**src/rtl/unidade_controle_jogo.sv**
```systemverilog
// Werewolf game control unit: Moore FSM sequencing night actions, elimination and day vote.
// Optional choice-state timeout is enabled by defining TIMEOUT_EN.
module unidade_controle_jogo #(
    parameter int unsigned TIMEOUT_CICLOS = 50_000_000,
    parameter int unsigned TW             = 26
) (
    input  logic       clock,
    input  logic       reset_n,
    input  logic       iniciar,
    input  logic       confirmar,
    input  logic       CJ_fim,
    input  logic       jogador_vivo,
    input  logic       jogou,
    input  logic       votou,
    input  logic       acertou,
    input  logic       sinal_lobo_ganhou,
    output logic       rst_global,
    output logic       zera_CS,
    output logic       zera_CJ,
    output logic       inc_seed,
    output logic       e_seed_reg,
    output logic       inc_jogador,
    output logic       mostra_classe,
    output logic       processar_acao,
    output logic       avaliar_eliminacao,
    output logic       voto,
    output logic       morra,
    output logic       reset_Pular,
    output logic       fim_jogo,
    output logic       vila_ganhou,
    output logic       lobo_ganhou,
    output logic       timeout,
    output logic [4:0] db_estado
);

    typedef enum logic [4:0] {
        INICIAL       = 5'd0,
        OCIOSO        = 5'd1,
        SEMENTE       = 5'd2,
        NOITE_MOSTRA  = 5'd3,
        NOITE_ACAO    = 5'd4,
        NOITE_CHECA   = 5'd5,
        NOITE_PROXIMO = 5'd6,
        ELIMINA       = 5'd7,
        CHECA_NOITE   = 5'd8,
        VOTACAO       = 5'd9,
        REGISTRA_VOTO = 5'd10,
        CHECA_VOTO    = 5'd11,
        APLICA_VOTO   = 5'd12,
        LIMPA_PULAR   = 5'd13,
        AVALIA_DIA    = 5'd14,
        NOVA_NOITE    = 5'd15,
        FIM_VILA      = 5'd16,
        FIM_LOBO      = 5'd17
    } estado_t;

    estado_t estado_q, estado_d;
    logic    tmo_hit_c;
    logic    tmo_fire_c;

    // State register
    always_ff @(posedge clock or negedge reset_n) begin
        if (!reset_n) begin
            estado_q <= INICIAL;
        end else begin
            estado_q <= estado_d;
        end
    end

`ifdef TIMEOUT_EN
    logic [TW-1:0] cnt_q, cnt_d;
    logic          timeout_q;

    // Cycle counter is zero on entry to a choice state because every predecessor is a non-choice state
    always_comb begin
        cnt_d = '0;
        if (estado_q == NOITE_MOSTRA || estado_q == VOTACAO) begin
            cnt_d = cnt_q + TW'(1);
        end
    end

    always_ff @(posedge clock or negedge reset_n) begin
        if (!reset_n) begin
            cnt_q     <= '0;
            timeout_q <= 1'b0;
        end else begin
            cnt_q     <= cnt_d;
            timeout_q <= tmo_fire_c;
        end
    end

    assign tmo_hit_c = (cnt_q == TW'(TIMEOUT_CICLOS - 1));
    assign timeout   = timeout_q;
`else
    logic [TW:0] unused_cfg;

    assign tmo_hit_c  = 1'b0;
    assign timeout    = 1'b0;
    assign unused_cfg = {TW'(TIMEOUT_CICLOS), tmo_fire_c};
`endif

    // Next-state logic
    always_comb begin
        estado_d   = estado_q;
        tmo_fire_c = 1'b0;
        unique case (estado_q)
            INICIAL:       estado_d = OCIOSO;
            OCIOSO:        if (iniciar) estado_d = SEMENTE;
            SEMENTE:       estado_d = NOITE_MOSTRA;
            NOITE_MOSTRA: begin
                if (!jogador_vivo) begin
                    estado_d = NOITE_PROXIMO;
                end else if (confirmar) begin
                    estado_d = NOITE_ACAO;
                end else if (tmo_hit_c) begin
                    estado_d   = NOITE_PROXIMO;
                    tmo_fire_c = 1'b1;
                end
            end
            NOITE_ACAO:    estado_d = NOITE_CHECA;
            NOITE_CHECA:   estado_d = jogou ? NOITE_PROXIMO : NOITE_MOSTRA;
            NOITE_PROXIMO: estado_d = CJ_fim ? ELIMINA : NOITE_MOSTRA;
            ELIMINA:       estado_d = CHECA_NOITE;
            CHECA_NOITE:   estado_d = sinal_lobo_ganhou ? FIM_LOBO : VOTACAO;
            VOTACAO: begin
                if (confirmar) begin
                    estado_d = REGISTRA_VOTO;
                end else if (tmo_hit_c) begin
                    estado_d   = NOVA_NOITE;
                    tmo_fire_c = 1'b1;
                end
            end
            REGISTRA_VOTO: estado_d = CHECA_VOTO;
            CHECA_VOTO:    estado_d = votou ? APLICA_VOTO : VOTACAO;
            APLICA_VOTO:   estado_d = LIMPA_PULAR;
            LIMPA_PULAR:   estado_d = AVALIA_DIA;
            AVALIA_DIA: begin
                if (acertou) begin
                    estado_d = FIM_VILA;
                end else if (sinal_lobo_ganhou) begin
                    estado_d = FIM_LOBO;
                end else begin
                    estado_d = NOVA_NOITE;
                end
            end
            NOVA_NOITE:    estado_d = NOITE_MOSTRA;
            FIM_VILA:      if (iniciar) estado_d = INICIAL;
            FIM_LOBO:      if (iniciar) estado_d = INICIAL;
            default:       estado_d = INICIAL;
        endcase
    end

    // Output decode; inc_jogador is the only strobe qualified by an input (CJ_fim)
    always_comb begin
        rst_global         = 1'b0;
        zera_CS            = 1'b0;
        zera_CJ            = 1'b0;
        inc_seed           = 1'b0;
        e_seed_reg         = 1'b0;
        inc_jogador        = 1'b0;
        mostra_classe      = 1'b0;
        processar_acao     = 1'b0;
        avaliar_eliminacao = 1'b0;
        voto               = 1'b0;
        morra              = 1'b0;
        reset_Pular        = 1'b0;
        fim_jogo           = 1'b0;
        vila_ganhou        = 1'b0;
        lobo_ganhou        = 1'b0;
        unique case (estado_q)
            INICIAL: begin
                rst_global = 1'b1;
                zera_CS    = 1'b1;
                zera_CJ    = 1'b1;
            end
            OCIOSO:        inc_seed = 1'b1;
            SEMENTE: begin
                e_seed_reg = 1'b1;
                zera_CJ    = 1'b1;
            end
            NOITE_MOSTRA:  mostra_classe = 1'b1;
            NOITE_ACAO: begin
                mostra_classe  = 1'b1;
                processar_acao = 1'b1;
            end
            NOITE_PROXIMO: inc_jogador = !CJ_fim;
            ELIMINA: begin
                avaliar_eliminacao = 1'b1;
                zera_CJ            = 1'b1;
            end
            REGISTRA_VOTO: voto = 1'b1;
            APLICA_VOTO:   morra = 1'b1;
            LIMPA_PULAR:   reset_Pular = 1'b1;
            NOVA_NOITE:    zera_CJ = 1'b1;
            FIM_VILA: begin
                fim_jogo    = 1'b1;
                vila_ganhou = 1'b1;
            end
            FIM_LOBO: begin
                fim_jogo    = 1'b1;
                lobo_ganhou = 1'b1;
            end
            default: ;
        endcase
    end

    assign db_estado = estado_q;

endmodule
```
**config.mk**
```make
export PLATFORM = sky130hd
export DESIGN_NAME = unidade_controle_jogo
export DESIGN_NICKNAME = d
export VERILOG_FILES = /design/src/rtl/unidade_controle_jogo.sv
export SDC_FILE = /design/constraint.sdc
export NUM_CORES = 1
export LEC_CHECK = 0
export CAP_MARGIN = 30
export CORE_MARGIN = 5
export CORE_UTILIZATION = 36
export CTS_CLUSTER_DIAMETER = 60
export DETAILED_ROUTE_END_ITERATION = 8
export PLACE_DENSITY = 0.85
export SYNTH_ARGS = -nofsm -noshare
export SYNTH_HDL_FRONTEND = slang
export SYNTH_SLANG_ARGS = --single-unit
```
**constraint.sdc**
```tcl
create_clock -name clock -period 1.52 [get_ports clock]
set_clock_uncertainty 0.15 [all_clocks]
set_input_delay 0.228 -clock clock [delete_from_list [all_inputs] [get_ports clock]]
set_output_delay 0.228 -clock clock [all_outputs]
set_load 0.1 [all_outputs]
```
==> out/qor.txt, run 1 <==
top cells by area, synth: dfrtp_1 19%, nor3_1 6.2%, nand2b_1 5.8%
Placer Congestion: 0.933
hpwl dp: 2.26 mm
mean cell area of the mapped netlist: 7.31 um2
die height: 52.3 um
count of flip-flops with a built-in enable after synthesis: 0
net count after synthesis: 98
number of CTS-inserted buffers: 3
async set-reset flop share out of synthesis: 100%
register area share after synthesis: 19.5%
Root Driver: clkbuf_4
die width: 52.3 um
Max H-tree Level: 1
# IOs: 31
placed inst area: 1460 um2
Sink Count: 5
first error in the log: [ERROR DPL-0038] Utilization greater than 100%, impossible to legalize
netlist area before placement: 643 um2
CTS Hold Buffers Added: 0
run status: did not finish
number of instances in the synthesized netlist: 88
initial core utilization: 37.7%
Unique masters post-synth: 37
I/O Buffers: 29
number of core rows: 15
cell type with the highest aggregate area in the netlist: dfrtp_1
Synth top area share: 19.5%
Bufs on Longest Clock Path: 2
Failed at: global routing (5_1_grt)
main flop type after synthesis: dfrtp_1
total of flip-flops plus latches after synthesis: 5
largest net degree at the start of global routing: 18
count of yosys warnings during synthesis: 0
==> cells in the mapped netlist (all sizes together) (2+ instances only) <==
library cell and n:
dfrtp 5, nand2b 7, buf 9, o21ai 2, o32ai 2, a32oi 2, nor2b 4, o31ai 2
nor2 9, a21oi 6, clkbuf 2, nor3 8, nand2 8, or3 2
==> cell families after synthesis <==
group / share of synthesized area, %
compound gates: 24.1
xor+xnor: 1.36
buf+inv: 9.92
flops: 19.5
mux: 3.31
other cells: 0.583
simple gates: 41.2
==> per-stage QoR <==
step	std cells	setup slack (ns)	hold slack, ns
4_1_cts	165	-0.438	0.0535
3_5_place_dp	153	-0.279	0.309
3_3_place_gp	153	-0.228	0.308
2_1_floorplan	88	-1.40	-0.218
==> timing repair <==
item | CTS
gates resized for setup | 26
setup buffers | 8
setup endpoints to repair | 21
pin swaps | 12
==> run 2, diff against run 1 <==
--- a/config.mk
+++ b/config.mk
@@ -6,11 +6,10 @@
 export NUM_CORES = 1
 export LEC_CHECK = 0
 export CAP_MARGIN = 30
-export CORE_MARGIN = 5
-export CORE_UTILIZATION = 36
-export CTS_CLUSTER_DIAMETER = 60
+export CORE_AREA = 5 5 66 68
 export DETAILED_ROUTE_END_ITERATION = 8
-export PLACE_DENSITY = 0.85
+export DIE_AREA = 0 0 71 73
+export PLACE_DENSITY_LB_ADDON = 0.15
 export SYNTH_ARGS = -nofsm -noshare
 export SYNTH_HDL_FRONTEND = slang
 export SYNTH_SLANG_ARGS = --single-unit
==> constraint.sdc (replaced) <==
create_clock -name clock -period 2 [get_ports clock]
set_clock_uncertainty 0.15 [all_clocks]
set_input_delay 0.3 -clock clock [delete_from_list [all_inputs] [get_ports clock]]
set_output_delay 0.3 -clock clock [all_outputs]
set_load 0.1 [all_outputs]
==> run 2 against run 1 <==
Against the previous run:
- the flow now finishes without violations
- synthesized area unchanged
- synthesized cell count unchanged
==> out/qor.txt, run 2 <==
number of CTS-inserted buffers: 3 (unchanged)
average via count per standard cell: 4.60
Unique masters post-synth: 37 (unchanged)
aggregate global-route resource usage: 10.7%
I/O Buffers: 29 (unchanged)
register area share after synthesis: 19.5% (unchanged)
filler cell count in the final layout: 394
Root Driver: clkbuf_8 (was clkbuf_4)
class of the tightest hold or removal check: in -> async
cell type with the highest aggregate area in the netlist: dfrtp_1 (unchanged)
Hold Violations, Final: 0
CTS Hold Buffers Added: 0 (unchanged)
wire length of the first global-routing pass: 4.31 mm
residual overflow from global routing: 0
largest net degree at the start of global routing: 18
clock tree from TritonCTS: done
number of core rows: 23 (was 15)
Floorplan Core Area: 3800 um2
highest clock frequency the design can meet: 501 MHz
startpoint kind of the worst setup timing path: flop
count of flip-flops with a built-in enable after synthesis: 0 (unchanged)
Crit Path Class: reg -> out
count of yosys warnings during synthesis: 0 (unchanged)
antenna violations before repair: 0
Max H-tree Level: 1 (unchanged)
initial detailed-routing violation count: 14
netlist area before placement: 643 um2 (unchanged)
worst reg2reg path endpoint: db_estado[1]
number of instances in the synthesized netlist: 88 (unchanged)
Critical path origin: db_estado[3]
top cells by area, synth: dfrtp_1 19%, nor3_1 6.2%, nand2b_1 5.8% (unchanged)
Worst Path Buf+Inv: 2
number of iterations in the first detailed-routing pass: 4
cell class contributing the biggest share of worst-path delay: simple AND/OR/NAND/NOR gates
maxcap violations: 0
DRC Markers: 0
post-route worst hold slack: 0.155 ns
remaining antenna violation count: 0
critical path peak fanout: 4
post-DR wirelength/cell: 14.5 um
origin of the critical flop-to-flop path: db_estado[4]
Synth top area share: 19.5% (unchanged)
via count: 823
wire length after detailed routing: 2.60 mm
most common cell after layout, fill and taps aside: buf_12
run status: finished clean (was did not finish)
WP depth: 4
# IOs: 31 (unchanged)
final critical-path required period: 1.99 ns
cell-by-cell trace of the critical path: or2_4 -> nor4_4 -> buf_4 -> buf_12
area enclosed by the die boundary: 5180 um2
mean cell area of the mapped netlist: 7.31 um2 (unchanged)
most repeated cell in the gate-level netlist after synthesis: nor2_1 (unchanged)
clock slew at reported path FFs: 0.04 ns
unrepaired setup endpoints after global routing: yes
total of flip-flops plus latches after synthesis: 5 (unchanged)
final setup vio count: 0
clock latency at the later pin of the worst-skew pair: 0.23 ns
logic depth of the worst register-to-register path: 5
hpwl dp: 1.81 mm (was 2.26 mm)
via count of the first global-routing pass: 859
Critical Path RT: 1.55 ns
commonest cells after routing, fill and taps aside: 22 x buf_12, 16 x buf_4, 9 x clkdlybuf4s50_1, 8 x nor3_4, 6 x nand2_1
main flop type after synthesis: dfrtp_1 (unchanged)
async set-reset flop share out of synthesis: 100% (unchanged)
Antenna Cells: 0
cell type of the slowest stage on the worst timing path: dfrtp_4
number of nets at the end of the flow: 140
flop2flop setup slack: 0.16 ns
Placer Congestion: 0.866 (was 0.933)
fraction of layout instances using a drive strength above 1: 59.7%
arrival time at the worst endpoint: 1.54 ns
Layout Area Growth over Synthesis: 143%
max FFs per register: 5
CP Capture Point: zera_CS
most frequent cells after synthesis: 9 x nor2_1, 8 x nand2_1, 8 x nor3_1 (unchanged)
post-route clock period utilization: 99.7%
net count after synthesis: 98 (unchanged)
die height: 73 um (was 52.3 um)
sort of element at the end of the critical path: primary output
Sink Count: 5 (unchanged)
max-slew violations: 0
Bufs on Longest Clock Path: 2 (unchanged)
initial core utilization: 16.9% (was 37.7%)
die width: 71 um (was 52.3 um)
Max stage delay on crit path: 0.47 ns
-- run 2: cell counts after synthesis --
Identical to the previous run, type by type.
-- run 2: cell type report --
class | instances | area, um2 | share of cell area (%)
tap | 50 | 62.6 | 4.00
sequential | 5 | 144 | 9.19
timing repair buffer | 48 | 662 | 42.3
clock inverter | 1 | 5.00 | 0.320
multi-input combinational | 72 | 651 | 41.6
clock buffer | 3 | 41.3 | 2.64
-- run 2: per-stage QoR --
step	setup TNS, ns	util, %	cells	setup WS (ns)	cell area [um2]
after global placement	0	35.8	163	0.117	1360
after CTS	-0.00625	39.5	173	-0.00489	1500
after global routing	-0.0977	41.2	179	-0.0318	1570
after floorplan	-5.67	-	88	-0.994	868
final	0	41.2	179	0.00508	1570
after detailed placement	0	35.8	163	0.125	1360
-- run 2: kinds of logic (layout without fill, tap and decap cells) --
family	after synthesis	count (layout)	share of synthesized area [%]
mux	2	2	3.31
compound gates	21	21	24.1
simple gates	47	47	41.2
xor+xnor	1	1	1.36
buf+inv	11	52	9.92
other cells	1	1	0.583
flops	5	5	19.5
-- run 2: worst min-delay path by stage --
stage	from	slack, ns	to
after detailed placement	reset_n	0.40	db_estado[1]
final	reset_n	0.15	db_estado[1]
after global routing	reset_n	0.18	db_estado[1]
after global placement	reset_n	0.39	db_estado[1]
after floorplan	reset_n	-0.15	db_estado[0]
after CTS	reset_n	0.15	db_estado[1]
-- run 2: layer usage --
metal | share of wire, % | track usage (%) | up-vias
met2 | 50 | 17.2 | 20
li1 | - | - | 403
met5 | 0 | 0 | -
met1 | 44 | 14.0 | 395
met4 | 2.3 | 5.64 | 0
met3 | 3.9 | 1.52 | 5
-- run 2: what timing repair did --
| item | CTS | global route |
|---|---|---|
| setup endpoints to repair | 11 | 10 |
| pin swaps | 4 | 5 |
| setup buffers | 6 | 6 |
| gates resized for setup | 10 | 4 |
Power of run 2 is left out: the tool's default activity adds up to more than one toggle a clock period on the data nets, which glitch-free logic cannot reach.
==> run 3, diff against run 2 <==
--- a/config.mk
+++ b/config.mk
@@ -9,6 +9,7 @@
 export CORE_AREA = 5 5 66 68
 export DETAILED_ROUTE_END_ITERATION = 8
 export DIE_AREA = 0 0 71 73
+export MAX_ROUTING_LAYER = met4
 export PLACE_DENSITY_LB_ADDON = 0.15
 export SYNTH_ARGS = -nofsm -noshare
 export SYNTH_HDL_FRONTEND = slang
==> run 3 against run 2 <==
Against the previous run:
- utilization up 0.40 points
- critical path depth is the same
- final area rose by 0.96%
- fmax rose by 0.12%
- setup slack improved by 0.0024 ns
- register-to-register slack about the same
- sequential cell count did not move
- non-clock buffer count grew 1
- count of clock-buffer cells in the layout did not move
- global-route usage grew 0.23 points
- routed wire length grew 1.0%
- largest cell class unchanged
- highest routed layer unchanged
==> out/qor.txt, run 3 (synthesis results as in run 2) <==
cell-by-cell trace of the critical path: or2_4 -> nor4_4 -> buf_4 -> buf_12 (unchanged)
max-slew violations: 0 (unchanged)
Critical path origin: db_estado[3] (unchanged)
Max stage delay on crit path: 0.47 ns (about the same)
area enclosed by the die boundary: 5180 um2 (unchanged)
residual overflow from global routing: 0 (unchanged)
die height: 73 um (unchanged)
arrival time at the worst endpoint: 1.54 ns (about the same)
final standard cell area without fillers: 1580 um2 (was 1570 um2)
Placer Congestion: 0.880 (was 0.866)
clock tree from TritonCTS: done (unchanged)
class of the tightest hold or removal check: in -> async (unchanged)
sort of element at the end of the critical path: primary output (unchanged)
largest net degree at the start of global routing: 18 (unchanged)
DP Cell Count: 163 (unchanged)
die width: 71 um (unchanged)
Bufs on Longest Clock Path: 2 (unchanged)
aggregate global-route resource usage: 11.0% (was 10.7%)
fraction of layout instances using a drive strength above 1: 60.0% (was 59.7%)
# IOs: 31 (unchanged)
final non-filler cell total: 180 (was 179)
cell type of the slowest stage on the worst timing path: dfrtp_4 (unchanged)
clock slew at reported path FFs: 0.04 ns (about the same)
number of iterations in the first detailed-routing pass: 4 (unchanged)
most common cell after layout, fill and taps aside: buf_12 (unchanged)
hpwl dp: 1.81 mm (unchanged)
unrepaired setup endpoints after global routing: yes (unchanged)
number of CTS-inserted buffers: 3 (unchanged)
post-route core utilization: 41.6% (was 41.2%)
run status: finished clean (unchanged)
Crit Path Class: reg -> out (unchanged)
Critical Path RT: 1.55 ns (about the same)
Sink Count: 5 (unchanged)
clock latency at the later pin of the worst-skew pair: 0.23 ns (about the same)
highest clock frequency the design can meet: 502 MHz (was 501 MHz)
commonest cells after routing, fill and taps aside: 23 x buf_12, 16 x buf_4, 9 x clkdlybuf4s50_1, 8 x nor3_4, 6 x nand2_1 (was 22 x buf_12, 16 x buf_4, 9 x clkdlybuf4s50_1, 8 x nor3_4, 6 x nand2_1)
final critical-path required period: 1.99 ns (about the same)
final setup vio count: 0 (unchanged)
Max H-tree Level: 1 (unchanged)
origin of the critical flop-to-flop path: db_estado[4] (unchanged)
via count: 842 (was 823)
max FFs per register: 5 (unchanged)
Root Driver: clkbuf_8 (unchanged)
startpoint kind of the worst setup timing path: flop (unchanged)
cell class contributing the biggest share of worst-path delay: simple AND/OR/NAND/NOR gates (unchanged)
maxcap violations: 0 (unchanged)
Antenna Cells: 0 (unchanged)
average via count per standard cell: 4.68 (was 4.60)
remaining antenna violation count: 0 (unchanged)
initial detailed-routing violation count: 13 (was 14)
DRC Markers: 0 (unchanged)
I/O Buffers: 29 (unchanged)
post-route clock period utilization: 99.6% (was 99.7%)
Layout Area Growth over Synthesis: 146% (was 143%)
initial core utilization: 16.9% (unchanged)
CTS Hold Buffers Added: 0 (unchanged)
wire length of the first global-routing pass: 4.30 mm (was 4.31 mm)
antenna violations before repair: 0 (unchanged)
Worst Path Buf+Inv: 2 (unchanged)
via count of the first global-routing pass: 866 (was 859)
number of core rows: 23 (unchanged)
critical path peak fanout: 4 (unchanged)
Hold Violations, Final: 0 (unchanged)
number of nets at the end of the flow: 141 (was 140)
Floorplan Core Area: 3800 um2 (unchanged)
filler cell count in the final layout: 389 (was 394)
wire length after detailed routing: 2.62 mm (was 2.60 mm)
placed inst area: 1360 um2 (unchanged)
post-DR wirelength/cell: 14.6 um (was 14.5 um)
[run 3: changes by cell type in the layout (fill, tap and decap cells not counted)]
cell and delta:
buf_12 +1, nand2b_2 +1, nand2b_4 -1
[run 3: stage by stage]
stage | setup slack [ns] | setup TNS [ns] | hold slack [ns]
2_1_floorplan | -0.994 | -5.67 | -0.146
3_3_place_gp | 0.117 | 0 | 0.389
3_5_place_dp | 0.125 | 0 | 0.395
4_1_cts | -0.00489 | -0.00625 | 0.154
5_1_grt | -0.0318 | -0.154 | 0.177
6_report | 0.00746 | 0 | 0.154
[run 3: worst paths after layout]
kind	slack [ns]	depth (start not counted)	end
max in group asynchronous	1.31	1	db_estado[2]
worst max register to register	0.16	5	db_estado[1]
worst min-delay path	0.15	1	db_estado[1]
worst min register to register	0.57	2	db_estado[3]
min in group clock	0.57	2	db_estado[3]
worst max-delay path	0.007	4	rst_global
[run 3: repair_timing]
item / in CTS / in global routing
buffers inserted: 6 / 7
resized for setup: 10 / 3
endpoints found under the setup margin: 11 / 10
hold endpoints to repair: 0 / 0
pin swaps: 4 / 5
[run 3: area by class of cell]
cell class,instances,area [um2],area share (%)
Clock inverter,1,5.00,0.317
Multi-Input combinational cell,72,646,40.9
Clock buffer,3,41.3,2.61
Tap cell,50,62.6,3.96
Timing Repair Buffer,49,682,43.2
Sequential cell,5,144,9.11
[run 3: worst reg2reg max path: stages, from the launching register on]
cell and delay (ns):
dfrtp_4 0.52, buf_12 0.15, nand2b_1 0.20, or4_4 0.45
nand4b_1 0.14, o21ai_0 0.10
[run 3: metal layers]
metal | track usage, % | vias to the layer above | wire length, um
met3 | 0.964 | 7 | 94
met1 | 13.7 | 402 | 1140
met2 | 17.7 | 30 | 1330
met4 | 5.64 | 0 | 61
met5 | - | - | 0
li1 | - | 403 | -
Power of run 3 is left out for the same reason.
==> run 4, diff against run 3 <==
--- a/config.mk
+++ b/config.mk
@@ -6,6 +6,8 @@
 export NUM_CORES = 1
 export LEC_CHECK = 0
 export CAP_MARGIN = 30
+export CELL_PAD_IN_SITES_DETAIL_PLACEMENT = 0
+export CELL_PAD_IN_SITES_GLOBAL_PLACEMENT = 2
 export CORE_AREA = 5 5 66 68
 export DETAILED_ROUTE_END_ITERATION = 8
 export DIE_AREA = 0 0 71 73
==> run 4 against run 3 <==
Against the previous run:
- setup slack improved by 0.042 ns
- sequential share of layout area is 0.16 points lower
- non-clock buffer count up 6
- highest routed layer unchanged
- routed wire length is 1.4% lower
- critical path type unchanged
- first-iteration DRC count increased by 85%
- die area unchanged
- sequential cell count stayed put
- final area up 1.8%
- critical endpoint is now inc_seed
- count of clock-buffer cells in the layout is 1 higher
==> out/qor.txt, run 4 (synthesis results as in run 2) <==
run status: finished clean (unchanged)
number of nets at the end of the flow: 147 (was 141)
CTS Hold Buffers Added: 0 (unchanged)
Hold Violations, Final: 0 (unchanged)
clock latency at the later pin of the worst-skew pair: 0.22 ns (was 0.23 ns)
DRC Markers: 0 (unchanged)
critical path peak fanout: 4 (unchanged)
final non-filler cell total: 186 (was 180)
initial core utilization: 16.9% (unchanged)
class of the tightest hold or removal check: in -> async (unchanged)
initial detailed-routing violation count: 24 (was 13)
die width: 71 um (unchanged)
logic depth of the worst register-to-register path: 4 (was 5)
hpwl dp: 1.94 mm (was 1.81 mm)
arrival time at the worst endpoint: 1.50 ns (was 1.54 ns)
final critical-path required period: 1.95 ns (was 1.99 ns)
wire length after detailed routing: 2.59 mm (was 2.62 mm)
residual overflow from global routing: 0 (unchanged)
commonest cells after routing, fill and taps aside: 23 x buf_12, 23 x buf_4, 9 x clkdlybuf4s50_1, 7 x nor3_4 (was 23 x buf_12, 16 x buf_4, 9 x clkdlybuf4s50_1, 8 x nor3_4, 6 x nand2_1)
Antenna Cells: 0 (unchanged)
post-route core utilization: 42.4% (was 41.6%)
Crit Path Class: reg -> out (unchanged)
maxcap violations: 0 (unchanged)
sort of element at the end of the critical path: primary output (unchanged)
I/O Buffers: 29 (unchanged)
flop2flop setup slack: 0.24 ns (was 0.16 ns)
antenna violations before repair: 0 (unchanged)
Root Driver: clkbuf_8 (unchanged)
highest clock frequency the design can meet: 513 MHz (was 502 MHz)
aggregate global-route resource usage: 11.1% (was 11.0%)
max-slew violations: 0 (unchanged)
number of core rows: 23 (unchanged)
via count: 836 (was 842)
Placer Congestion: 0.692 (was 0.880)
remaining antenna violation count: 0 (unchanged)
die height: 73 um (unchanged)
final setup vio count: 0 (unchanged)
largest net degree at the start of global routing: 20 (was 18)
Sink Count: 5 (unchanged)
Bufs on Longest Clock Path: 2 (unchanged)
Layout Area Growth over Synthesis: 150% (was 146%)
average via count per standard cell: 4.49 (was 4.68)
Critical Path RT: 1.55 ns (about the same)
number of CTS-inserted buffers: 3 (unchanged)
clock tree from TritonCTS: done (unchanged)
post-DR wirelength/cell: 13.9 um (was 14.6 um)
fraction of layout instances using a drive strength above 1: 61.0% (was 60.0%)
Floorplan Core Area: 3800 um2 (unchanged)
clock slew at reported path FFs: 0.03 ns (was 0.04 ns)
worst reg2reg path endpoint: db_estado[1] (unchanged)
via count of the first global-routing pass: 887 (was 866)
origin of the critical flop-to-flop path: db_estado[4] (unchanged)
post-route clock period utilization: 97.5% (was 99.6%)
number of iterations in the first detailed-routing pass: 4 (unchanged)
Max H-tree Level: 1 (unchanged)
startpoint kind of the worst setup timing path: flop (unchanged)
area enclosed by the die boundary: 5180 um2 (unchanged)
# IOs: 31 (unchanged)
max FFs per register: 5 (unchanged)
wire length of the first global-routing pass: 4.43 mm (was 4.30 mm)
DP Cell Count: 166 (was 163)
post-route worst hold slack: 0.159 ns (was 0.154 ns)
-- run 4: repair_timing --
action | 4_1_cts | 5_1_grt
pin swaps | 3 | 9
gates resized for setup | 7 | 3
buffers inserted | 8 | 8
setup endpoints to repair | 9 | 10
-- run 4: worst max path at each step --
| stage | from | endpoint | slack, ns |
|---|---|---|---|
| global placement | db_estado[2] | rst_global | 0.13 |
| finish | db_estado[2] | inc_seed | 0.05 |
| global route | db_estado[2] | vila_ganhou | -0.0006 |
| floorplan | db_estado[1] | zera_CS | -0.99 |
| detailed placement | db_estado[2] | rst_global | 0.14 |
| CTS | db_estado[3] | rst_global | -0.02 |
-- run 4: cell type report --
class / instances / area (um2)
Multi-Input combinational cell: 72 / 634
Clock buffer: 4 / 45.0
Sequential cell: 5 / 144
Tap cell: 50 / 62.6
Fill cell: 390 / 2190
Timing Repair Buffer: 55 / 723
-- run 4: metrics by stage --
step | TNS (ns) | instance area [um2] | setup WS, ns
finish | 0 | 1610 | 0.0495
global route | -0.000582 | 1610 | -0.000582
CTS | -0.0385 | 1540 | -0.0191
detailed placement | 0 | 1390 | 0.136
global placement | 0 | 1390 | 0.129
floorplan | -5.67 | 868 | -0.994
-- run 4: layer usage --
metal	global-route usage, %	vias to the layer above	routed length, um
met5	-	-	0
met2	19.5	18	1370
met1	13.1	399	1130
met3	1.24	2	61
li1	-	417	-
met4	3.76	0	22
-- run 4: critical path, stage by stage, from the launching register on --
cell	delay (ns)
dfrtp_4	0.48
or2_4	0.30
buf_4	0.15
nor3_4	0.15
buf_12	0.20
Power of run 4 is left out for the same reason.
